## src/rtl/regfile_pkg.sv

```systemverilog
// Shared definitions for the register-file write-port arbiter: geometry,
// FSM encodings and the hard-wired zero register address.
package regfile_pkg;

    localparam int ADDR_W   = 5;
    localparam int NUM_REGS = 32;

    typedef enum logic [1:0] {
        IDLE  = 2'd0,
        ISSUE = 2'd1,
        STALL = 2'd2
    } wr_state_t;

    localparam logic [ADDR_W-1:0] REG_ZERO = '0;

    // Round-robin tie break: B wins a tie only if A was granted last.
    function automatic logic pick_b(input logic a_v, input logic b_v, input logic last_b);
        return b_v & (~a_v | ~last_b);
    endfunction

endpackage

```

## src/rtl/regfile_wr_arbiter_dec.sv

```systemverilog
// Purely combinational binary-to-one-hot decoder for register write enables.
// Gating (issue, hold, zero register) is applied by the parent.
module reg_onehot_dec
    import regfile_pkg::*;
#(
    parameter int AW    = ADDR_W,
    parameter int N_OUT = NUM_REGS
) (
    input  logic [AW-1:0]    addr,
    output logic [N_OUT-1:0] onehot
);

    generate
        for (genvar gi = 0; gi < N_OUT; gi++) begin : g_dec
            assign onehot[gi] = (addr == AW'(gi));
        end
    endgenerate

endmodule

```

## src/rtl/regfile_wr_arbiter.sv

```systemverilog
// Round-robin arbiter between the ALU (A) and load (B) writeback paths,
// feeding a one-entry output stage that drives the register-file write port.
module regfile_wr_arbiter #(
    parameter int WIDTH  = 32,
    parameter int ADDR_W = 5
) (
    input  logic                 clk,
    input  logic                 rst_n,
    input  logic                 a_valid,
    input  logic [ADDR_W-1:0]    a_addr,
    input  logic [WIDTH-1:0]     a_data,
    output logic                 a_ready,
    input  logic                 b_valid,
    input  logic [ADDR_W-1:0]    b_addr,
    input  logic [WIDTH-1:0]     b_data,
    output logic                 b_ready,
    input  logic                 hold,
    output logic [2**ADDR_W-1:0] wr_en,
    output logic [ADDR_W-1:0]    wr_addr,
    output logic [WIDTH-1:0]     wr_data,
    output logic                 busy,
    output logic [7:0]           wr_count
);

    import regfile_pkg::*;

    localparam int NREG = 2**ADDR_W;

    wr_state_t          state_reg, state_next;
    logic               last_b_reg, last_b_next;
    logic [ADDR_W-1:0]  wr_addr_reg;
    logic [WIDTH-1:0]   wr_data_reg;
    logic [7:0]         wr_count_reg;

    logic               grant_a, grant_b;
    logic               can_accept, accept;
    logic               fire, fire_nonzero;
    logic [NREG-1:0]    dec_onehot;

    reg_onehot_dec #(
        .AW    (ADDR_W),
        .N_OUT (NREG)
    ) u_dec (
        .addr   (wr_addr_reg),
        .onehot (dec_onehot)
    );

    always_comb begin
        state_next   = state_reg;
        last_b_next  = last_b_reg;
        grant_b      = pick_b(a_valid, b_valid, last_b_reg);
        grant_a      = a_valid & ~grant_b;
        // rst_n gates readiness so nothing is handshaken while reset is held.
        can_accept   = rst_n & ((state_reg == IDLE) | ((state_reg == ISSUE) & ~hold));
        accept       = can_accept & (a_valid | b_valid);
        // A full stage issues in any cycle without hold, including leaving STALL.
        fire         = (state_reg != IDLE) & ~hold;
        fire_nonzero = fire & (wr_addr_reg != ADDR_W'(REG_ZERO));

        case (state_reg)
            IDLE: begin
                if (accept) state_next = ISSUE;
            end
            ISSUE: begin
                if (hold)        state_next = STALL;
                else if (accept) state_next = ISSUE;
                else             state_next = IDLE;
            end
            STALL: begin
                // The held write drains on the first hold-free cycle.
                if (!hold) state_next = IDLE;
            end
            default: state_next = IDLE;
        endcase

        if (accept) last_b_next = grant_b;
    end

    always_ff @(posedge clk or negedge rst_n) begin
        if (!rst_n) begin
            state_reg    <= IDLE;
            last_b_reg   <= 1'b1;
            wr_addr_reg  <= '0;
            wr_data_reg  <= '0;
            wr_count_reg <= '0;
        end else begin
            state_reg  <= state_next;
            last_b_reg <= last_b_next;
            if (accept) begin
                wr_addr_reg <= grant_b ? b_addr : a_addr;
                wr_data_reg <= grant_b ? b_data : a_data;
            end
            if (fire_nonzero) wr_count_reg <= wr_count_reg + 8'd1;
        end
    end

    assign a_ready  = can_accept & grant_a;
    assign b_ready  = can_accept & grant_b;
    assign wr_en    = fire_nonzero ? dec_onehot : '0;
    assign wr_addr  = wr_addr_reg;
    assign wr_data  = wr_data_reg;
    assign busy     = (state_reg != IDLE);
    assign wr_count = wr_count_reg;

endmodule
```

## config.mk

```make
export PLATFORM = sky130hd
export DESIGN_NAME = regfile_wr_arbiter
export DESIGN_NICKNAME = d
export VERILOG_FILES = /design/src/rtl/regfile_pkg.sv /design/src/rtl/regfile_wr_arbiter_dec.sv /design/src/rtl/regfile_wr_arbiter.sv
export SDC_FILE = /design/constraint.sdc
export NUM_CORES = 1
export LEC_CHECK = 0
export ABC_CLOCK_PERIOD_IN_PS = 3600
export CAP_MARGIN = 10
export CORE_MARGIN = 4
export CORE_UTILIZATION = 30
export DETAILED_ROUTE_END_ITERATION = 7
export GPL_ROUTABILITY_DRIVEN = 1
export PLACE_DENSITY = 0.78
export SYNTH_ARGS = -nofsm -noshare
export SYNTH_HDL_FRONTEND = slang
export SYNTH_SLANG_ARGS = --single-unit
```

## constraint.sdc

```tcl
create_clock -name clk -period 3.6 [get_ports clk]
set_clock_uncertainty 0.05 [all_clocks]
set_input_delay 0.36 -clock clk [delete_from_list [all_inputs] [get_ports clk]]
set_output_delay 0.36 -clock clk [all_outputs]
set_load 0.02 [all_outputs]
```

* Yosys cells after proc, flatten, opt, wreduce, memory -nomap -nowiden
Cells that the tools add are included.
** Operators by class
- $add $sub $neg :: 1
- Multipliers :: 0
- Div/mod/pow operators :: 0
- Magnitude comparators :: 0
- Equality and inequality tests :: 35
- Shift operators :: 0
- Muxes and demuxes :: 8
- Bitwise logic cells :: 16
- Reduce and logical (&&, ||, !) cells :: 5
** Operators by type and width (number)
- equality test 5 bit (second input constant) :: 16
- 2-to-1 mux 32 bit :: 2
- equality test 5 x 4 -> 1 bit (second input constant) :: 8
- equality test 5 x 3 -> 1 bit (second input constant) :: 4
- equality test 5 x 2 -> 1 bit (second input constant) :: 2
- bitwise AND 1 bit :: 9
- adder 8 x 1 -> 8 bit (second input constant) :: 1
- 2-to-1 mux 2 bit :: 3
- case mux 2 bit (3 select lines) :: 1
- equality test 5 x 1 -> 1 bit (second input constant) :: 1
- logical NOT 5 bit :: 1
- 2-to-1 mux 5 bit :: 1
- nonzero test 5 bit :: 1
- != test 2 bit (second input constant) :: 2
- inverter 1 bit :: 4
- OR 1 bit :: 3
- equality test 2 x 1 -> 1 bit (second input constant) :: 1
- equality test 2 bit (second input constant) :: 1
- logical NOT 2 bit :: 1
- AND reduction 2 bit :: 1
- nonzero test 2 bit :: 1
- 2-to-1 mux 1 bit :: 1
** Storage, ports and cells
- Flip-flop bits (word level) :: 48
- Latch bits :: 0
- RAM bits :: 0
- ROM bits :: 0
- Input port bits :: 79
- Output and inout port bits :: 80
- Logic and storage cells :: 70
- Memories :: 0

* Longest topological paths before layout
Gate-level depths: netlist of the first run.
- Word-level depth :: 8
- Depth in mapped cells :: 6

* Cells and area by module
From an unflattened synthesis of the first run, not the netlist that was laid out.
** Unflattened totals
- Cells, all modules :: 290
- Area total of the unflattened synthesis :: 2660.1 µm²
** Modules (own cells, without submodules)
- regfile_wr_arbiter :: instances 1, cells an instance 243, area an instance 2438.6 µm², sequential area each 1202.4 µm²
- reg_onehot_dec :: instances 1, cells an instance 47, area an instance 221.5 µm², sequential area each 0.0 µm²

* Worst setup path after synthesis of the first run
No wires, ideal clock.
- Path type :: register to output
- Start point :: reg wr_addr_reg[2] (netlist: wr_addr[2])
- End point :: out wr_en[16]
- Arrival time :: 1.618 ns
- Path slack :: 1.572 ns
- Stages on the path, launching flop included :: 5
- Buffers on the path :: 1
- Cells stage by stage :: dfrtp_1 > buf_2 > nor2_2 > nand2_1 > nor4_1
** On the way
- Longest elaborated chain between the ends :: 3
** RTL lines
- start: declaration :: line regfile_wr_arbiter.sv:31 : logic [ADDR_W-1:0] wr_addr_reg;
- start signal: assignment :: line regfile_wr_arbiter.sv:90 : wr_addr_reg <= grant_b ? b_addr : a_addr;
- nonzero test 5 bit :: line regfile_wr_arbiter.sv:58 : fire_nonzero = fire & (wr_addr_reg != ADDR_W'(REG_ZERO));
- bitwise AND 1 bit :: line regfile_wr_arbiter.sv:58
- 2-to-1 mux 32 bit (*) :: line regfile_wr_arbiter.sv:99 : assign wr_en = fire_nonzero ? dec_onehot : '0;
- end: declaration :: line regfile_wr_arbiter.sv:18 : output logic [2**ADDR_W-1:0] wr_en,
Every way passes the cells marked *; elsewhere a longest branch is shown, timed or not.

* Final worst setup path of the first run
- Start point :: in hold
- End point :: out wr_en[4]
** On the way
- Longest elaborated chain between the ends :: 4
** RTL lines
- start: declaration :: line regfile_wr_arbiter.sv:17 : input logic hold,
- inverter 1 bit :: line regfile_wr_arbiter.sv:57 : fire = (state_reg != IDLE) & ~hold;
- bitwise AND 1 bit :: line regfile_wr_arbiter.sv:57
- bitwise AND 1 bit :: line regfile_wr_arbiter.sv:58
- 2-to-1 mux 32 bit :: line regfile_wr_arbiter.sv:99
No other way between the ends.

==> impl_metrics.toml, run 1 <==
[sta]
hold_viol = 0
period_needed_ns = 2.65
tightest_slew_ns = 0.624
rsz0062_at_grt = "false"
slew_viol_final = 0
max_slew_margin_pct = 58.4
fin_ws_ns = 0.955
max_freq_mhz = 378
period_share_pct = 73.5
setup-violations-final = 0
setup_tns_ns = 0

[synth]
yosysWarnings = 0
synth_seq_cells = 48
synth_cell_types = 39
synthFlopType = "dfrtp_1"
syn-num-nets = 343
synthArstFlopShare_pct = 100
syn_inst = 263
ys_seq_area_share_pct = 47.2
synth-edff-count = 0
syn_avg_cell_area_um2 = 9.69
netlist_area_um2 = 2550

[global_routing]
first_global_vias = 2484
grt_max_degree = 63
grt_pass1_wl_um = 11600
gr-usage-all-layers_pct = 14.3
antenna_found_initial = 0
grt.overflow.total = 0

[hold_path]
hold_path.class = "in -> async"

[final_layout]
layout_commonest_cell = "clkdlybuf4s50_1"
final_cell_mix = "clkdlybuf4s50_1, dfrtp_1, nand2_1"
syn2layout_area_growth_pct = 68.0
finalNonFillerCells = 518
final_nets = 492
final_layout_size_suffix_gt1_share_pct = 5.81
final_core_util_pct = 51.8
largest_reg_flops = 32
antenna_cells = 0

[clock_network]
clock-sinks = 48
clk_pin_slew_ns = 0.09
clock_path_buffers = 2
cts-buffers-inserted = 5
clock_latency_ns = 0.29
ctsHoldBuffers = 0
post_cts_buffers = 0
cts_htree_levels = 2
cts_resized = 0
root_buffer = "clkbuf_8"
cts_tree = "built"

[worst_setup_path]
crit_fanout = 6
crit_chain = "clkdlybuf4s50_1 -> o21bai_1 -> nor2_1 -> nand2_1 -> nor3b_1 -> clkdlybuf4s50_1"
crit_buf_inv = 2
critical-path-slowest-cell = "clkdlybuf4s50_1"
cp-start-kind = "input pin"
worstReg2RegStart = "last_b_reg"
path_class = "in -> out"
cp.arrival_ns = 2.24
critPathCaptureType = "output port"
slowest_delay_ns = 0.64
cp_top_family = "buffers and inverters"
crit_top_cell = "clkdlybuf4s50_1"
required_ns = 3.19
worstSetupStartpoint = "hold"

[routing]
dr.pass1.iters = 4
highest_layer = "met4"
via_count = 2413
wl_um = 7290
wl_met2_um = 3640
ant_nets = 0
post_drt_wl_per_cell_um = 14.1
route.detailed.drc = 0
drt_iter0_markers = 39
routed_via_density = 4.66
met3_length_um = 794
wl_met1_um = 2790

[floorplan]
ios = 159
core_area_um2 = 8260
rows = 33
die-area_um2 = 10000
initial_core_util_pct = 30.9
chipWidth_um = 100
die_h_um = 100

[placed_design]
dp_slack_ns = 0.968
dp.cells = 510
port_buffers = 157
place_congestion = 0.852
dp_hpwl_um = 5850

[power]
seqPwrFrac_pct = 38.2
p_leak_nw = 1.75
p_sw_mw = 0.793
power_density_nw_per_um2 = 506
p_int_mw = 1.37
p_sw_share_pct = 36.6
combPwrFrac_pct = 44.3
max-vdd-ir-drop_mv = 0.239
clock_power_share_pct = 17.4

[run_status]
status = "completed"

[flow_run]
maxCapViolCount = 0
worst paths after layout:
kind | slack [ns] | end | cells after the start
max in group asynchronous | 2.94 | wr_data[29] | 2
min reg2reg | 0.43 | wr_count[7] | 1
max | 0.95 | wr_en[4] | 6
min | 0.15 | wr_data[14] | 2
max reg2reg | 1.73 | wr_data[18] | 4
min in group clk | 0.43 | wr_count[7] | 1
routing by layer:
layer | track usage (%) | up-vias
li1 | - | 1191
met1 | 15.3 | 1102
met2 | 26.5 | 112
met3 | 5.28 | 8
met4 | 3.11 | 0
met5 | 0 | -
layout make-up:
class                      instances  area (um^2)
clock inverter                     2         35.0
clock buffer                       6         72.6
inverter                           3         11.3
tap                              105          131
sequential                        48         1200
multi-input combinational        194         1230
fill                             767         3980
timing repair buffer             160         1600
synth_stat cells (2+ instances only):
master / number / share of area [%]
and2_1: 2 / 0.49
and3_1: 3 / 0.74
buf_2: 10 / 2.0
buf_4: 4 / 1.2
clkbuf_1: 2 / 0.29
dfrtp_1: 47 / 46
inv_1: 3 / 0.44
mux2i_1: 37 / 15
nand2_1: 46 / 6.8
nand2b_1: 2 / 0.49
nand3b_1: 2 / 0.59
nand4_1: 4 / 0.98
nor2_1: 26 / 3.8
nor3_1: 6 / 1.2
nor3b_1: 2 / 0.59
o21ai_1: 32 / 6.3
o21ai_2: 5 / 1.7
or2_1: 3 / 0.74
xnor2_1: 6 / 2.1
xor2_1: 2 / 0.69
kinds of logic (layout without fill, tap and decap cells):
family                     after synthesis  count (layout)  share of synthesized area [%]
adders and majority gates                1               1                          0.491
other                                    1               1                          0.147
and+or+nand+nor                        103             103                           18.7
buffers and inverters                   21             171                           5.11
muxes                                   38              38                           15.0
xor gates and xnor gates                 8               8                           2.75
DFF                                     48              48                           47.2
AOI/OAI and AO/OA                       43              43                           10.7
per-stage QoR:
step	hold WS [ns]	instance area, um^2	total power, mW
2_1_floorplan	0.0144	2550	1.34
3_5_place_dp	0.413	4170	1.82
5_1_grt	0.196	4280	2.31
6_report	0.146	4280	2.17
3_3_place_gp	0.411	4170	1.79
4_1_cts	0.160	4280	2.20
worst reg2reg max path, stage by stage (launching register included):
cell,delay [ns]
dfstp_2,0.40
a21boi_4,0.41
buf_4,0.53
mux2i_1,0.29
o21ai_1,0.08
power by group through the flow:
stage | combinational (mW) | clock (mW) | sequential (mW)
global route | 1.04 | 0.414 | 0.856
detailed placement | 0.977 | 0 | 0.838
finish | 0.960 | 0.377 | 0.828
floorplan | 0.374 | 0 | 0.963
CTS | 0.978 | 0.396 | 0.831
global placement | 0.963 | 0 | 0.831
Power figures use the tool's default switching activity.
==> run 2: changes to the inputs <==
- ABC_CLOCK_PERIOD_IN_PS: 3600 -> 2240
- PLACE_DENSITY: 0.78 -> 0.8
- clock period: 3.6 -> 2.24 ns (I/O delays scaled with it)
==> impl_metrics.toml, run 2 (synthesis results as in run 1) <==
[run_status]
status = "completed"

[worst_setup_path]
ff2ff_path_depth = 6
crit_fanout = 7
rrSetupSlack_ns = 0.60
required_ns = 1.97
critPathCaptureType = "output port"
cp.arrival_ns = 1.83
worstSetupStartpoint = "wr_addr[1]"
reg2reg_to = "wr_data[22]"
path_class = "reg -> out"
cp-start-kind = "flip-flop"
worstReg2RegStart = "state_reg[0]"
endpoint = "wr_en[13]"

[floorplan]
chipWidth_um = 100
ios = 159
die-area_um2 = 10000
initial_core_util_pct = 30.9
rows = 33
core_area_um2 = 8260
die_h_um = 100

[global_routing]
antenna_found_initial = 0
gr-usage-all-layers_pct = 14.3
grt_max_degree = 49
grt.overflow.total = 0
first_global_vias = 2573
grt_pass1_wl_um = 11700

[power]
max-vdd-ir-drop_mv = 0.346
p_leak_nw = 2.01
power_density_nw_per_um2 = 795

[final_layout]
final_layout_size_suffix_gt1_share_pct = 8.98
layout_commonest_cell = "clkdlybuf4s50_1"
largest_reg_flops = 32
syn2layout_area_growth_pct = 70.4
antenna_cells = 0
final_cell_mix = "clkdlybuf4s50_1, nand2_1, dfrtp_1"
final_nets = 502

[clock_network]
cts_tree = "built"
root_buffer = "clkbuf_8"
cts_htree_levels = 2
clock_path_buffers = 2
cts-buffers-inserted = 5
clock_latency_ns = 0.29
ctsHoldBuffers = 0
clk_pin_slew_ns = 0.09
clock-sinks = 48

[placed_design]
dp_hpwl_um = 5950
dp_slack_ns = -0.0801
port_buffers = 157
place_congestion = 0.894

[routing]
post_drt_wl_per_cell_um = 13.7
via_count = 2428
dr.pass1.iters = 4
route.detailed.drc = 0
wl_um = 7260
routed_via_density = 4.60
ant_nets = 0
drt_iter0_markers = 33

[sta]
fin_ws_ns = 0.134
hold_viol = 0
max_slew_margin_pct = 54.7
period_needed_ns = 2.11
period_share_pct = 94.0
rsz0062_at_grt = "false"
tightest_slew_ns = 0.679
max_freq_mhz = 475
holdWs_ns = 0.0501
setup-violations-final = 0
slew_viol_final = 0

[hold_path]
hold_path.class = "in -> async"

[flow_run]
maxCapViolCount = 0
==> run 2: layout make-up <==
class,count,area [um^2]
flip-flops and latches,48,1210
well taps,105,131
clock buffers,7,86.3
inverters,3,11.3
repair buffers,170,1670
fillers,784,3910
clock inverters,1,7.51
multi-input cells,194,1230
==> run 2: through the flow <==
step | setup TNS [ns] | std cells | instance area [um^2] | power, mW | utilization (%)
after floorplan | 0 | 263 | 2550 | 2.15 | -
after global placement | -0.00162 | 520 | 4260 | 2.93 | 51.6
after detailed placement | -0.273 | 520 | 4260 | 2.96 | 51.6
after CTS | 0 | 528 | 4330 | 3.51 | 52.5
after global routing | 0 | 528 | 4340 | 3.68 | 52.6
final | 0 | 528 | 4340 | 3.45 | 52.6
==> run 2: how the worst min path moves through the flow <==
| stage | startpoint | end | slack [ns] | cells past startpoint |
|---|---|---|---|---|
| after global placement | rst_n | wr_data[9] | 0.38 | 2 |
| after global routing | rst_n | wr_data[7] | 0.09 | 2 |
| after floorplan | rst_n | state_reg[0] | -0.12 | 0 |
| after CTS | rst_n | wr_data[7] | 0.06 | 2 |
| after detailed placement | rst_n | wr_data[7] | 0.40 | 2 |
| final | rst_n | wr_data[7] | 0.05 | 2 |
==> run 2: critical path, cell delays in order (launching register included) <==
cell	delay, ns
dfrtp_2	0.46
nand2b_1	0.23
or2_1	0.31
nor3_1	0.18
dlygate4sd2_1	0.36
==> run 2: timing repair <==
item / 4_1_cts / 5_1_grt
gates cloned: 0 / 0
setup endpoints to repair: 28 / 5
resized for setup: 33 / 5
buffers inserted: 0 / 0
==> run 2: layer usage <==
| metal | up-vias | global-route usage (%) | part of all wire, % |
|---|---|---|---|
| li1 | 1209 | - | - |
| met1 | 1092 | 14.8 | 36 |
| met2 | 114 | 26.2 | 50 |
| met3 | 13 | 5.91 | 12 |
| met4 | 0 | 4.56 | 1.7 |
| met5 | - | 0 | 0 |
==> run 2: power breakdown <==
group | internal, mW | switching (mW)
Clock | 0.251 | 0.281
Sequential | 1.11 | 0.203
Combinational | 0.807 | 0.802
